===== src/rtl/mem_access_stage_pkg.sv =====
// rtl/mem_access_stage_pkg.sv - shared constants, types and helpers for the MEM stage
package mem_access_stage_pkg;

  localparam logic ENABLE  = 1'b1;
  localparam logic DISABLE = 1'b0;

  localparam int REG_BUS_W      = 32;
  localparam int REG_ADDR_BUS_W = 5;
  localparam int OPCODE_BUS_W   = 7;

  typedef logic [REG_BUS_W-1:0]      reg_bus_t;
  typedef logic [REG_ADDR_BUS_W-1:0] reg_addr_bus_t;
  typedef logic [OPCODE_BUS_W-1:0]   opcode_bus_t;

  localparam opcode_bus_t OPCODE_LOAD  = 7'b0000011;
  localparam opcode_bus_t OPCODE_STORE = 7'b0100011;

  localparam logic [2:0] F3_B  = 3'b000;
  localparam logic [2:0] F3_H  = 3'b001;
  localparam logic [2:0] F3_W  = 3'b010;
  localparam logic [2:0] F3_BU = 3'b100;
  localparam logic [2:0] F3_HU = 3'b101;

  typedef enum logic [1:0] {
    ST_IDLE   = 2'd0,
    ST_ACCESS = 2'd1,
    ST_DONE   = 2'd2
  } mem_state_e;

  function automatic logic [2:0] byte_count(input logic [2:0] funct3);
    case (funct3[1:0])
      2'b00:   return 3'd1;
      2'b01:   return 3'd2;
      default: return 3'd4;
    endcase
  endfunction

  // Stores only accept the signed width codes; loads also allow BU/HU.
  function automatic logic access_legal(input logic is_load, input logic [2:0] funct3);
    case (funct3)
      F3_B, F3_H, F3_W: return ENABLE;
      F3_BU, F3_HU:     return is_load;
      default:          return DISABLE;
    endcase
  endfunction

endpackage


===== src/rtl/mem_access_stage_load_extend.sv =====
// rtl/mem_access_stage_load_extend.sv - sign/zero extension of an assembled load buffer
module load_extend
  import mem_access_stage_pkg::*;
(
  input  logic [REG_BUS_W-1:0] buf_i,
  input  logic [2:0]           funct3_i,
  output logic [REG_BUS_W-1:0] data_o
);

  always_comb begin
    data_o = buf_i;
    case (funct3_i)
      F3_B:    data_o = {{24{buf_i[7]}}, buf_i[7:0]};
      F3_BU:   data_o = {24'd0, buf_i[7:0]};
      F3_H:    data_o = {{16{buf_i[15]}}, buf_i[15:0]};
      F3_HU:   data_o = {16'd0, buf_i[15:0]};
      default: data_o = buf_i;
    endcase
  end

endmodule


===== src/rtl/mem_access_stage.sv =====
// rtl/mem_access_stage.sv - MEM stage: byte-serial loads/stores with stall request
module mem_access_stage
  import mem_access_stage_pkg::*;
#(
  parameter int ADDR_W = 32
) (
  input  logic                      clk,
  input  logic                      rst,
  input  logic [OPCODE_BUS_W-1:0]   ex_opcode_i,
  input  logic [2:0]                ex_funct3_i,
  input  logic                      ex_we_i,
  input  logic [REG_ADDR_BUS_W-1:0] ex_waddr_i,
  input  logic [REG_BUS_W-1:0]      ex_alu_i,
  input  logic [REG_BUS_W-1:0]      ex_store_data_i,
  input  logic                      mem_hold_i,
  output logic [OPCODE_BUS_W-1:0]   mem_opcode_o,
  output logic                      mem_we_o,
  output logic [REG_ADDR_BUS_W-1:0] mem_waddr_o,
  output logic [REG_BUS_W-1:0]      mem_wdata_o,
  output logic                      bus_en_o,
  output logic                      bus_wr_o,
  output logic [ADDR_W-1:0]         bus_addr_o,
  output logic [7:0]                bus_dout_o,
  input  logic [7:0]                bus_din_i,
  input  logic                      bus_busy_i,
  output logic                      stallreq_from_mem_o
);

  mem_state_e     state_q, state_d;
  logic [2:0]     issue_cnt_q, issue_cnt_d;
  logic [2:0]     recv_cnt_q, recv_cnt_d;
  logic           pend_q, pend_d;
  reg_bus_t       buf_q, buf_merged, load_data;

  logic           is_load, is_store, is_mem, legal, active;
  logic           issue, capture, done_now;
  logic [2:0]     n_bytes, issue_idx, recv_idx;
  logic [31:0]    byte_addr;

  assign is_load  = (ex_opcode_i == OPCODE_LOAD);
  assign is_store = (ex_opcode_i == OPCODE_STORE);
  assign is_mem   = is_load | is_store;
  assign legal    = is_mem && access_legal(is_load, ex_funct3_i);
  assign n_bytes  = byte_count(ex_funct3_i);

  // IDLE behaves as ACCESS with both counters at zero, so byte 0 goes out on the first cycle.
  assign active    = rst && legal && (state_q != ST_DONE);
  assign issue_idx = (state_q == ST_ACCESS) ? issue_cnt_q : 3'd0;
  assign recv_idx  = (state_q == ST_ACCESS) ? recv_cnt_q : 3'd0;
  assign issue     = active && (issue_idx < n_bytes) && !bus_busy_i;
  assign capture   = rst && (state_q == ST_ACCESS) && pend_q;
  assign done_now  = active && (is_store ? (issue && (issue_idx == n_bytes - 3'd1))
                                         : (capture && (recv_idx == n_bytes - 3'd1)));
  assign byte_addr = ex_alu_i + {29'd0, issue_idx};

  always_comb begin
    buf_merged = buf_q;
    if (capture) buf_merged[{recv_idx[1:0], 3'b000} +: 8] = bus_din_i;
  end

  load_extend u_load_extend (
    .buf_i    (buf_merged),
    .funct3_i (ex_funct3_i),
    .data_o   (load_data)
  );

  always_ff @(posedge clk or negedge rst) begin
    if (!rst) begin
      state_q     <= ST_IDLE;
      issue_cnt_q <= 3'd0;
      recv_cnt_q  <= 3'd0;
      pend_q      <= DISABLE;
      buf_q       <= '0;
    end else begin
      state_q     <= state_d;
      issue_cnt_q <= issue_cnt_d;
      recv_cnt_q  <= recv_cnt_d;
      pend_q      <= pend_d;
      buf_q       <= buf_merged;
    end
  end

  always_comb begin
    state_d     = state_q;
    issue_cnt_d = issue_cnt_q;
    recv_cnt_d  = recv_cnt_q;
    pend_d      = DISABLE;
    unique case (state_q)
      ST_IDLE, ST_ACCESS: begin
        if (!active) begin
          state_d     = ST_IDLE;
          issue_cnt_d = 3'd0;
          recv_cnt_d  = 3'd0;
        end else if (done_now) begin
          state_d     = mem_hold_i ? ST_DONE : ST_IDLE;
          issue_cnt_d = 3'd0;
          recv_cnt_d  = 3'd0;
        end else begin
          state_d     = ST_ACCESS;
          issue_cnt_d = issue_idx + {2'b00, issue};
          recv_cnt_d  = recv_idx + {2'b00, capture};
          pend_d      = issue && is_load;
        end
      end
      ST_DONE: begin
        if (!mem_hold_i) state_d = ST_IDLE;
      end
      default: state_d = ST_IDLE;
    endcase
  end

  always_comb begin
    bus_en_o            = issue;
    bus_wr_o            = issue && is_store;
    bus_addr_o          = '0;
    bus_dout_o          = 8'd0;
    if (issue) begin
      bus_addr_o = byte_addr[ADDR_W-1:0];
      bus_dout_o = ex_store_data_i[{issue_idx[1:0], 3'b000} +: 8];
    end
    stallreq_from_mem_o = active && !done_now;
    mem_opcode_o        = ex_opcode_i;
    mem_waddr_o         = ex_waddr_i;
    mem_we_o            = ex_we_i && !(is_mem && (!legal || is_store));
    mem_wdata_o         = (is_load && legal) ? load_data : ex_alu_i;
  end

endmodule

===== config.mk =====
export PLATFORM = sky130hd
export DESIGN_NAME = mem_access_stage
export DESIGN_NICKNAME = d
export VERILOG_FILES = /design/src/rtl/mem_access_stage_pkg.sv /design/src/rtl/mem_access_stage_load_extend.sv /design/src/rtl/mem_access_stage.sv
export SDC_FILE = /design/constraint.sdc
export NUM_CORES = 1
export LEC_CHECK = 0
export BUFFER_PORTS_ARGS = -buffer_cell sky130_fd_sc_hd__buf_2
export CORE_MARGIN = 1.5
export CORE_UTILIZATION = 43
export DETAILED_ROUTE_END_ITERATION = 8
export GPL_ROUTABILITY_DRIVEN = 1
export PLACE_DENSITY_LB_ADDON = 0.05
export SETUP_SLACK_MARGIN = 0.02
export SYNTH_ARGS = -nofsm -noshare
export SYNTH_HDL_FRONTEND = slang
export SYNTH_SLANG_ARGS = --single-unit
export TNS_END_PERCENT = 5

===== constraint.sdc =====
create_clock -name clk -period 2.8 [get_ports clk]
set_input_delay 0.14 -clock clk [delete_from_list [all_inputs] [get_ports clk]]
set_output_delay 0.14 -clock clk [all_outputs]
set_load 0.05 [all_outputs]

==> results.md, run 1 <==
* Outcome: finished with violations
* Failing checks: setup timing
* FF/Latch Area at 0.00103 sq mm
* Syn Nets at 539
* Instance count on the critical path at 12
* Hold path cells at 2
* Type of the most critical hold path: in2reg
* Clk_skew at 0.00727 ns
* Worst ir drop on vdd at 0.000263 V
* Die area at 0.00905 sq mm
* Top_reg_cell synth: dfrtp_1
* Leading area contributor after synthesis: dfrtp_1
* Synth top cells by count: nor2_1 (58), nand2_1 (52), dfrtp_1 (41)
* Power Density at 251 mW/mm^2
* Die H at 95.1 um
* Slew HR at 68.8%
* Period utilisation layout at 102%
* H-tree level count at 2
* Yosys warns at 0
* CP startpoint kind: flip-flop
* DRT Pass-1 Iters at 4
* # DRC at 0
* Setup Viol. Count Final at 12
* Total wire length at 12800 um
* Slew Limit Fails at 0
* Crit path max fanout at 8
* Post-route ant nets at 0
* Vias in the first global route at 3791
* Syn_area_per_cell at 8.47 sq um
* Count leader, synth: nor2_1
* Critical path class: reg2out
* Clock-pin slew on the worst setup and hold paths at 0.08 ns
* Initial antenna violation count at 0
* Multi-input gate area at 0.00295 sq mm
* Max incr delay on CP at 0.45 ns
* Final net count at 729
* Root buf cell: clkbuf_8
* Netlist cell types at 52
* CTS tree: yes
* Register area share after synthesis at 28.1%
* Clk sink count at 41
* Share of synthesized registers carrying an async set or reset at 100%
* Crit-path cells: nor2b_4 -> nand2_4 -> ha_4 -> nor2b_2 -> and4_4 -> a22oi_4 -> nor3_4 -> nor4_4 -> buf_4 -> clkbuf_16 -> a21oi_2 -> buf_6
* Core area at 0.00822 sq mm
* Main area contributors after synthesis: dfrtp_1 (28%), a22o_1 (8.4%), nor2_1 (6.0%)
* Vias at 4048
* Starting DRT DRC Count at 117
* Worst path slowest cell: dfrtp_2
* Final Hold Vio Count at 0
* Worst Max-Slew Pin Slew at 0.466 ns
* Post-synth EDFFs at 0
* Post-Place Cells at 703
* Vias per cell at 5.57
* All-Layer GR Usage at 26.5%
* Fin cells at 727
* DR WL/cell at 17.6 um
* Synth Register Bits at 41
* Worst path required time at 2.66 ns
* Cts bufs inserted at 5
* Largest net degree at the start of global routing at 33
* Worst path arrival time at 2.71 ns
* Share of cells above drive strength 1 at 53.2%
* Max-cap viol count at 0
* Starting density of the core at 44.4%
* Setup slack after layout at -0.0548 ns
* Worst path bufs/invs at 3
* CTS Buffer Depth at 2
* Chip width at 95.1 um
* Mapped Cells at 431
* Ports at 180
* Cell family with most CP delay: simple AND/OR/NAND/NOR gates
* Synth Cell Area at 0.00365 sq mm
* Clk_lat worst skew at 0.29 ns
* Layout fillers at 644
* HPWL after detailed placement at 9320 um
* Fin crit period at 2.85 ns
* Post-Place Worst Slack at 0.0830 ns
* Fmax at 350 MHz
* Final core utilization at 72.1%
* R2r worst-path depth at 13
* First-pass GRT wire length at 18700 um
* P_leak at 0.00277 uW
* RSZ-0062 raised after global routing: yes
* GR Overflow Total at 0
* Layout area overhead at 62.4%
* Gpl congestion at 0.873
* CP Capture Type: output port
* Area share of the largest cell type after synthesis at 28.1%
* Rows at 33
* Antenna fix cells at 0
* Port Buf Inserts at 169
stage by stage:
step                      hold WS (ns)  TNS, ns  area, sq um  total power, uW
final                           0.0881   -0.218         5930             1490
after CTS                       0.0757   -0.578         5510             1470
after global routing            0.0683    -3.14         5930             1550
after global placement          0.0465        0         5030              965
after detailed placement        0.0434        0         5030              967
after floorplan                 -0.156    -2.80         4010              839
final cells by class:
class                   instances  share of cell area [%]
clock buffers                   5                    1.16
well taps                     105                    2.22
repair buffers                215                    27.8
inverters                      12                   0.992
clock inverters                 3                   0.781
flip-flops and latches         41                    17.3
multi-input cells             346                    49.7
path summary, 6_finish.rpt:
check | from | to | slack [ns]
max | state_q[1] | mem_wdata_o[30] | -0.05
min | mem_hold_i | state_q[1] | 0.09
max reg2reg | state_q[1] | recv_cnt_q[2] | 0.17
min reg2reg | buf_q[2] | buf_q[2] | 0.51
max in group asynchronous | rst | buf_q[6] | 1.78
min in group asynchronous | rst | recv_cnt_q[0] | 0.30
layer usage:
| metal | part of all wire [%] | GRT usage (%) | vias to the layer above |
|---|---|---|---|
| met4 | 1.6 | 5.10 | 0 |
| li1 | - | - | 1905 |
| met1 | 40 | 31.5 | 1984 |
| met3 | 4.9 | 4.07 | 14 |
| met2 | 54 | 50.0 | 145 |
| met5 | 0 | 0 | - |
layout by cell type, fill, tap and decap left out, drive strengths merged, types with 4 or more instances in the layout:
| master | n |
|---|---|
| and4 | 4 |
| a21o | 4 |
| inv | 10 |
| nand2 | 53 |
| nor3 | 5 |
| a21oi | 36 |
| dfrtp | 41 |
| ha | 15 |
| a22o | 35 |
| and2 | 5 |
| a311oi | 9 |
| xnor2 | 7 |
| nand4 | 12 |
| nor2 | 58 |
| nor2b | 12 |
| mux2 | 7 |
| or2 | 4 |
| a211oi | 10 |
| xor2 | 22 |
| and3 | 11 |
| clkbuf | 9 |
| nand3 | 10 |
| buf | 209 |
worst reg2reg max path, delay by kind of cell (launching register included):
family / cells / cell delay (ns)
and+or+nand+nor: 6 / 0.79
buffers and inverters: 4 / 0.62
AOI/OAI and AO/OA: 2 / 0.50
adders and majority gates: 1 / 0.20
DFF: 1 / 0.45
registers in the layout (all words and copies together) (netlist names):
signal       cells
state_q          2
recv_cnt_q       3
pend_q           1
buf_q           32
issue_cnt_q      3
logic make-up after synthesis:
group | synth area share [%]
fa+ha+maj | 5.69
mux | 2.16
compound gates | 22.7
simple gates | 28.0
xor+xnor | 6.96
flops | 28.1
buf+inv | 6.38
where the power goes:
| group | internal (uW) | total, uW | switching [uW] |
|---|---|---|---|
| registers | 592 | 592 | 0.0232 |
| logic | 145 | 417 | 272 |
| clock network | 267 | 480 | 213 |
repair_timing:
action                                  in CTS  in global routing
pin swaps                                    9                 17
buffers inserted                             7                  7
gates cloned                                 2                  0
hold buffers                                 1                  0
gates resized for setup                     73                112
endpoints found under the setup margin      64                 72
hold endpoints to repair                     9                  0
Note: power is estimated with default switching activity, not from simulation.
==> run 2: changes to the inputs <==
- CELL_PAD_IN_SITES_DETAIL_PLACEMENT: default -> 1
- CELL_PAD_IN_SITES_GLOBAL_PLACEMENT: default -> 1
- CORE_UTILIZATION: 43 -> 30
==> results.md, run 2 (synthesis results as in run 1) <==
* Core area at 0.0120 sq mm (+46%)
* CTS Buffer Depth at 2 (unchanged)
* Failing checks: hold timing, setup timing
* Slew Limit Fails at 0 (unchanged)
* CP Capture Type: output port
* Starting DRT DRC Count at 123 (+5.1%)
* DR WL/cell at 18.1 um (+2.9%)
* Vias per cell at 5.27 (-5.3%)
* Ports at 180 (unchanged)
* DP Area at 0.00516 sq mm (+2.6%)
* Type of the most critical hold path: in2async
* Max incr delay on CP at 0.39 ns (-0.06 ns)
* Crit-path cells: nor2b_4 -> buf_6 -> and2_2 -> ha_4 -> a21o_1 -> nor2b_4 -> and4_4 -> nand2_2 -> or2_4 -> a21oi_4 -> buf_6
* GR Overflow Total at 0 (unchanged)
* Final Hold Vio Count at 9 (+9)
* Post-route ant nets at 0 (unchanged)
* Outcome: finished with violations
* H-tree level count at 2 (unchanged)
* # DRC at 0 (unchanged)
* Clock-pin slew on the worst setup and hold paths at 0.06 ns (-0.02 ns)
* Worst ir drop on vdd at 0.000230 V (-13%)
* Fin cells at 785 (+8.0%)
* Clk_skew at 0.00790 ns (+0.000625 ns)
* Port Buf Inserts at 169 (unchanged)
* CP startpoint kind: flip-flop
* Max-cap viol count at 0 (unchanged)
* Layout area overhead at 72.8%
* Period utilisation layout at 104% (+1.7 points)
* CTS tree: yes
* Clk sink count at 41 (unchanged)
* Fin crit period at 2.90 ns (+0.0478 ns)
* Largest net degree at the start of global routing at 43 (+30%)
* WHS at -0.0186 ns (-0.107 ns)
* Root buf cell: clkbuf_16
* Post-Place Cells at 757 (+7.7%)
* First-pass GRT wire length at 22500 um (+20%)
* Power Density at 276 mW/mm^2 (+10%)
* Die area at 0.0128 sq mm (+42%)
* Max reg flops at 32 (unchanged)
* Rows at 40 (+21%)
* Starting density of the core at 30.5% (-14 points)
* Initial antenna violation count at 0 (unchanged)
* Share of cells above drive strength 1 at 56.4% (+3.2 points)
* P_leak at 0.00295 uW (+6.6%)
* Gpl congestion at 0.861 (-1.3%)
* Vias at 4139 (+2.2%)
* Final net count at 745 (+2.2%)
* Post-CTS Hold Fix Bufs at 0 (-1)
* Total wire length at 14200 um (+11%)
* Chip width at 113 um (+19%)
* Crit path max fanout at 4 (-4)
* Most common cell after layout, fill and taps aside: buf_2
* Critical path class: reg2out
* Biggest regs: buf_q x32, issue_cnt_q x3, recv_cnt_q x3
* RSZ-0062 raised after global routing: yes
* Die H at 113 um (+19%)
* DRT Pass-1 Iters at 4 (unchanged)
* Fmax at 345 MHz (-1.6%)
* Final core utilization at 52.7% (-19 points)
* Worst path slowest cell: dfrtp_1
* Worst Max-Slew Pin Slew at 0.552 ns (+0.0852 ns)
* Setup slack after layout at -0.103 ns (-0.0478 ns)
* Slew HR at 63.2% (-5.6 points)
* Largest register by flop count: buf_q
* All-Layer GR Usage at 22.0% (-4.5 points)
* Worst path arrival time at 2.76 ns (+0.05 ns)
* HPWL after detailed placement at 10400 um (+11%)
* Cts bufs inserted at 5 (unchanged)
* Setup Viol. Count Final at 14 (+2)
* Antenna fix cells at 0 (unchanged)
* Clk_lat worst skew at 0.28 ns (about the same)
* Commonest non-fill, non-tap cells in the layout: buf_2 (103), buf_4 (60), buf_6 (56)
* Cell area after layout at 0.00631 sq mm (+6.4%)
* Vias in the first global route at 4252 (+12%)
* Worst path required time at 2.66 ns (about the same)
## run 2: layout make-up
class,instances,area (sq um)
Fill cell,1361,5650
Multi-Input combinational cell,346,3030
Timing Repair Buffer,231,1820
Sequential cell,41,1030
Tap cell,147,184
Clock buffer,5,125
Clock inverter,3,65.1
Inverter,12,53.8
## run 2: critical path: cells and delay by family (launching register included)
kind | cells | cell delay [ns]
flip-flops | 1 | 0.39
buffers and inverters | 2 | 0.29
AND/OR/NAND/NOR | 6 | 1.16
AO/OA/AOI/OAI | 2 | 0.32
adder cells (fa/ha/maj) | 1 | 0.30
## run 2: per-stage QoR
step                      TNS (ns)  total power [uW]  setup WS (ns)
after floorplan              -2.80               839         -0.167
after global placement       -2.70               964         -0.328
after detailed placement     -5.61               969         -0.472
after CTS                   -0.541              1750        -0.0823
after global routing         -4.54              1800         -0.194
final                       -0.243              1740         -0.103
## run 2: final timing paths
| path | from | end | slack, ns | depth (start not counted) |
|---|---|---|---|---|
| setup / recovery | state_q[0] | bus_addr_o[30] | -0.10 | 11 |
| hold / removal | rst | recv_cnt_q[2] | -0.02 | 2 |
| setup reg to reg | state_q[1] | issue_cnt_q[2] | 0.11 | 14 |
| hold reg to reg | buf_q[29] | buf_q[29] | 0.51 | 1 |
| max in group asynchronous | rst | state_q[1] | 2.42 | 2 |
| min in group clk | mem_hold_i | state_q[1] | 0.10 | 2 |
## run 2: repair_timing
action | 4_1_cts | 5_1_grt
endpoints found under the hold margin | 0 | 0
pin swaps | 25 | 12
gates cloned | 3 | 0
setup buffers | 12 | 6
gates resized for setup | 148 | 47
endpoints found under the setup margin | 70 | 74
## run 2: layer usage
metal  share of wire [%]  GRT usage [%]
met1                  43           28.3
met2                  51           39.9
met3                 4.5           3.00
met4                 1.3           3.92
met5                   0              0
## run 2: power breakdown
part	leakage [uW]	switching (uW)	internal (uW)
combinational	0.00228	271	141
sequential	0.000571	0.0333	593
clock	0.0000938	230	509
==> run 3: changes to the inputs <==
- ABC_AREA: default -> 1
- CORE_UTILIZATION: 30 -> 29
==> results.md, run 3 <==
* Outcome: finished, final reports clean
* # DRC at 0 (unchanged)
* Clk_skew at 0.00610 ns (-0.00179 ns)
* Worst path slowest cell: dfrtp_1
* Register area share after synthesis at 24.4% (-3.7 points)
* H-tree level count at 2 (unchanged)
* Count leader, synth: nor2_1
* Post-Place Worst Slack at -0.00942 ns (+0.462 ns)
* Vias per cell at 4.94 (-6.3%)
* Clk sink count at 41 (unchanged)
* CP startpoint kind: flip-flop
* Top_reg_cell synth: dfrtp_1
* CTS Buffer Depth at 2 (unchanged)
* Fmax at 361 MHz (+4.9%)
* Largest register by flop count: buf_q
* WHS at 0.104 ns (+0.122 ns)
* Syn_area_per_cell at 6.08 sq um (-28%)
* Area share of the largest cell type after synthesis at 24.4% (-3.7 points)
* Antenna fix cells at 0 (unchanged)
* Root buf cell: clkbuf_16
* Setup slack after layout at 0.0320 ns (+0.135 ns)
* Crit path max fanout at 6 (+2)
* Max incr delay on CP at 0.39 ns (about the same)
* CTS tree: yes
* Max reg flops at 32 (unchanged)
* Total wire length at 17300 um (+22%)
* Synth Cell Area at 0.00420 sq mm (+15%)
* Worst ir drop on vdd at 0.000226 V (-1.7%)
* Clock-pin slew on the worst setup and hold paths at 0.06 ns (about the same)
* Type of the most critical hold path: in2reg
* Final Hold Vio Count at 0 (-9)
* Share of cells above drive strength 1 at 38.0% (-18 points)
* Period utilisation layout at 98.9% (-4.8 points)
* Worst Max-Slew Pin Slew at 0.757 ns (+0.205 ns)
* CP Capture Type: output port
* Post-synth EDFFs at 0 (unchanged)
* Initial antenna violation count at 0 (unchanged)
* Clk_lat worst skew at 0.29 ns (about the same)
* Commonest non-fill, non-tap cells in the layout: nand2_1 (131), nor2_1 (125), buf_2 (112)
* Yosys warns at 0 (unchanged)
* P_leak at 0.00323 uW (+9.5%)
* HPWL after detailed placement at 13800 um (+33%)
* Largest net degree at the start of global routing at 42 (-2.3%)
* Vias at 5199 (+26%)
* Die H at 123 um (+8.9%)
* Share of synthesized registers carrying an async set or reset at 100% (unchanged)
* Worst path arrival time at 2.63 ns (-0.13 ns)
* Rows at 43 (+7.5%)
* All-Layer GR Usage at 22.8% (+0.78 points)
* Main area contributors after synthesis: dfrtp_1 (24%), nor2_1 (13%), nand2_1 (12%)
* Crit-path cells: inv_2 -> nand2_4 -> nor2_4 -> ha_4 -> fa_2 -> nand3_2 -> nand2_2 -> nand3_4 -> nor2_4 -> nand3_4 -> nor2_4 -> nand4_1 -> nand2_1 -> inv_1 -> buf_6
* Layout area overhead at 45.8%
* Max-cap viol count at 0 (unchanged)
* Power Density at 274 mW/mm^2 (-0.93%)
* RSZ-0062 raised after global routing: yes
* Post-route ant nets at 0 (unchanged)
* Syn Nets at 800 (+48%)
* Chip width at 123 um (+8.9%)
* Netlist cell types at 38 (-27%)
* Gpl congestion at 0.828 (-3.9%)
* GR Overflow Total at 0 (unchanged)
* Ports at 180 (unchanged)
* DRT Pass-1 Iters at 4 (unchanged)
* Final net count at 980 (+32%)
* Port Buf Inserts at 169 (unchanged)
* Vias in the first global route at 5250 (+23%)
* Starting density of the core at 29.9% (-0.57 points)
* Die area at 0.0152 sq mm (+19%)
* Slew HR at 49.2% (-14 points)
* Biggest regs: buf_q x32, issue_cnt_q x3, recv_cnt_q x3
* Mapped Cells at 692 (+61%)
* Final core utilization at 43.7% (-9.1 points)
* Fin crit period at 2.77 ns (-0.135 ns)
* Slew Limit Fails at 0 (unchanged)
* DR WL/cell at 16.5 um (-9.0%)
* Worst path required time at 2.66 ns (about the same)
* Cts bufs inserted at 5 (unchanged)
* Setup Viol. Count Final at 0 (-14)
* Starting DRT DRC Count at 177 (+44%)
* Synth Register Bits at 41 (unchanged)
* Most common cell on crit path: nor2_4
* PnR Total Power at 1680 uW (-3.7%)
* Synth top cells by count: nor2_1 (149), nand2_1 (138), inv_1 (71)
* Leading area contributor after synthesis: dfrtp_1
* First-pass GRT wire length at 26900 um (+20%)
* Most common cell after layout, fill and taps aside: nand2_1
* Core area at 0.0140 sq mm (+17%)
* Critical path class: reg2out
[run 3: cell count changes in the layout (fill, tap and decap cells not counted), moves of 32 or more]
cell	before	now
a21oi_1	9	41
inv_1	6	69
buf_6	56	22
nand2_1	49	131
nor2_1	30	125
nand3_1	9	46
a22o_1	35	0
[run 3: layout make-up]
type	count	area, sq um
clock buffer	5	125
clock inverter	2	35.0
fill	1871	7910
inverter	80	308
multi-input combinational	542	3060
sequential	41	1030
tap	180	225
timing repair buffer	202	1350
[run 3: per-stage QoR]
stage                     setup TNS, ns  area, sq um  instances
after floorplan                   -2.07         4300        692
after global placement                0         5290       1026
after detailed placement       -0.00942         5290       1026
after CTS                       -0.0333         5800       1045
after global routing              -2.40         6130       1052
final                                 0         6130       1052
[run 3: worst max-delay path: cells and delay by family (launching register included)]
kind | cells | cell delay (ns)
adder cells (fa/ha/maj) | 2 | 0.41
AND/OR/NAND/NOR | 10 | 1.27
flip-flops | 1 | 0.39
buffers and inverters | 3 | 0.26
[run 3: logic make-up after synthesis]
group           after synthesis  share of synthesized area [%]
compound gates              101                           12.7
xor+xnor                      6                           1.25
fa+ha+maj                    16                           4.94
buf+inv                     111                           11.9
flops                        41                           24.4
simple gates                417                           44.8
[run 3: path summary, 6_finish.rpt]
check	from	end	slack, ns	cells after the start
min in group asynchronous	rst	recv_cnt_q[2]	0.55	3
hold reg to reg	buf_q[16]	buf_q[16]	0.48	2
max in group asynchronous	rst	buf_q[24]	1.85	3
setup / recovery	state_q[1]	bus_addr_o[30]	0.03	15
setup reg to reg	state_q[1]	issue_cnt_q[2]	0.25	16
hold / removal	mem_hold_i	state_q[1]	0.10	3
[run 3: routing by layer]
| layer | vias to the layer above | track usage (%) | wire length (um) |
|---|---|---|---|
| met1 | 2471 | 28.2 | 7480 |
| met3 | 19 | 3.32 | 724 |
| li1 | 2572 | - | - |
| met4 | 0 | 4.31 | 248 |
| met5 | - | 0 | 0 |
| met2 | 137 | 42.2 | 8890 |
[run 3: timing repair]
action	in CTS	in global routing
buffers inserted	9	7
resized for setup	75	100
pin swaps	8	24
hold buffers	1	0
hold endpoints to repair	20	0
setup endpoints to repair	71	72
cloned	2	0
[run 3: power breakdown]
part	total (uW)	internal, uW	switching, uW
Combinational	418	131	287
Sequential	592	592	0.0590
Clock	669	415	254
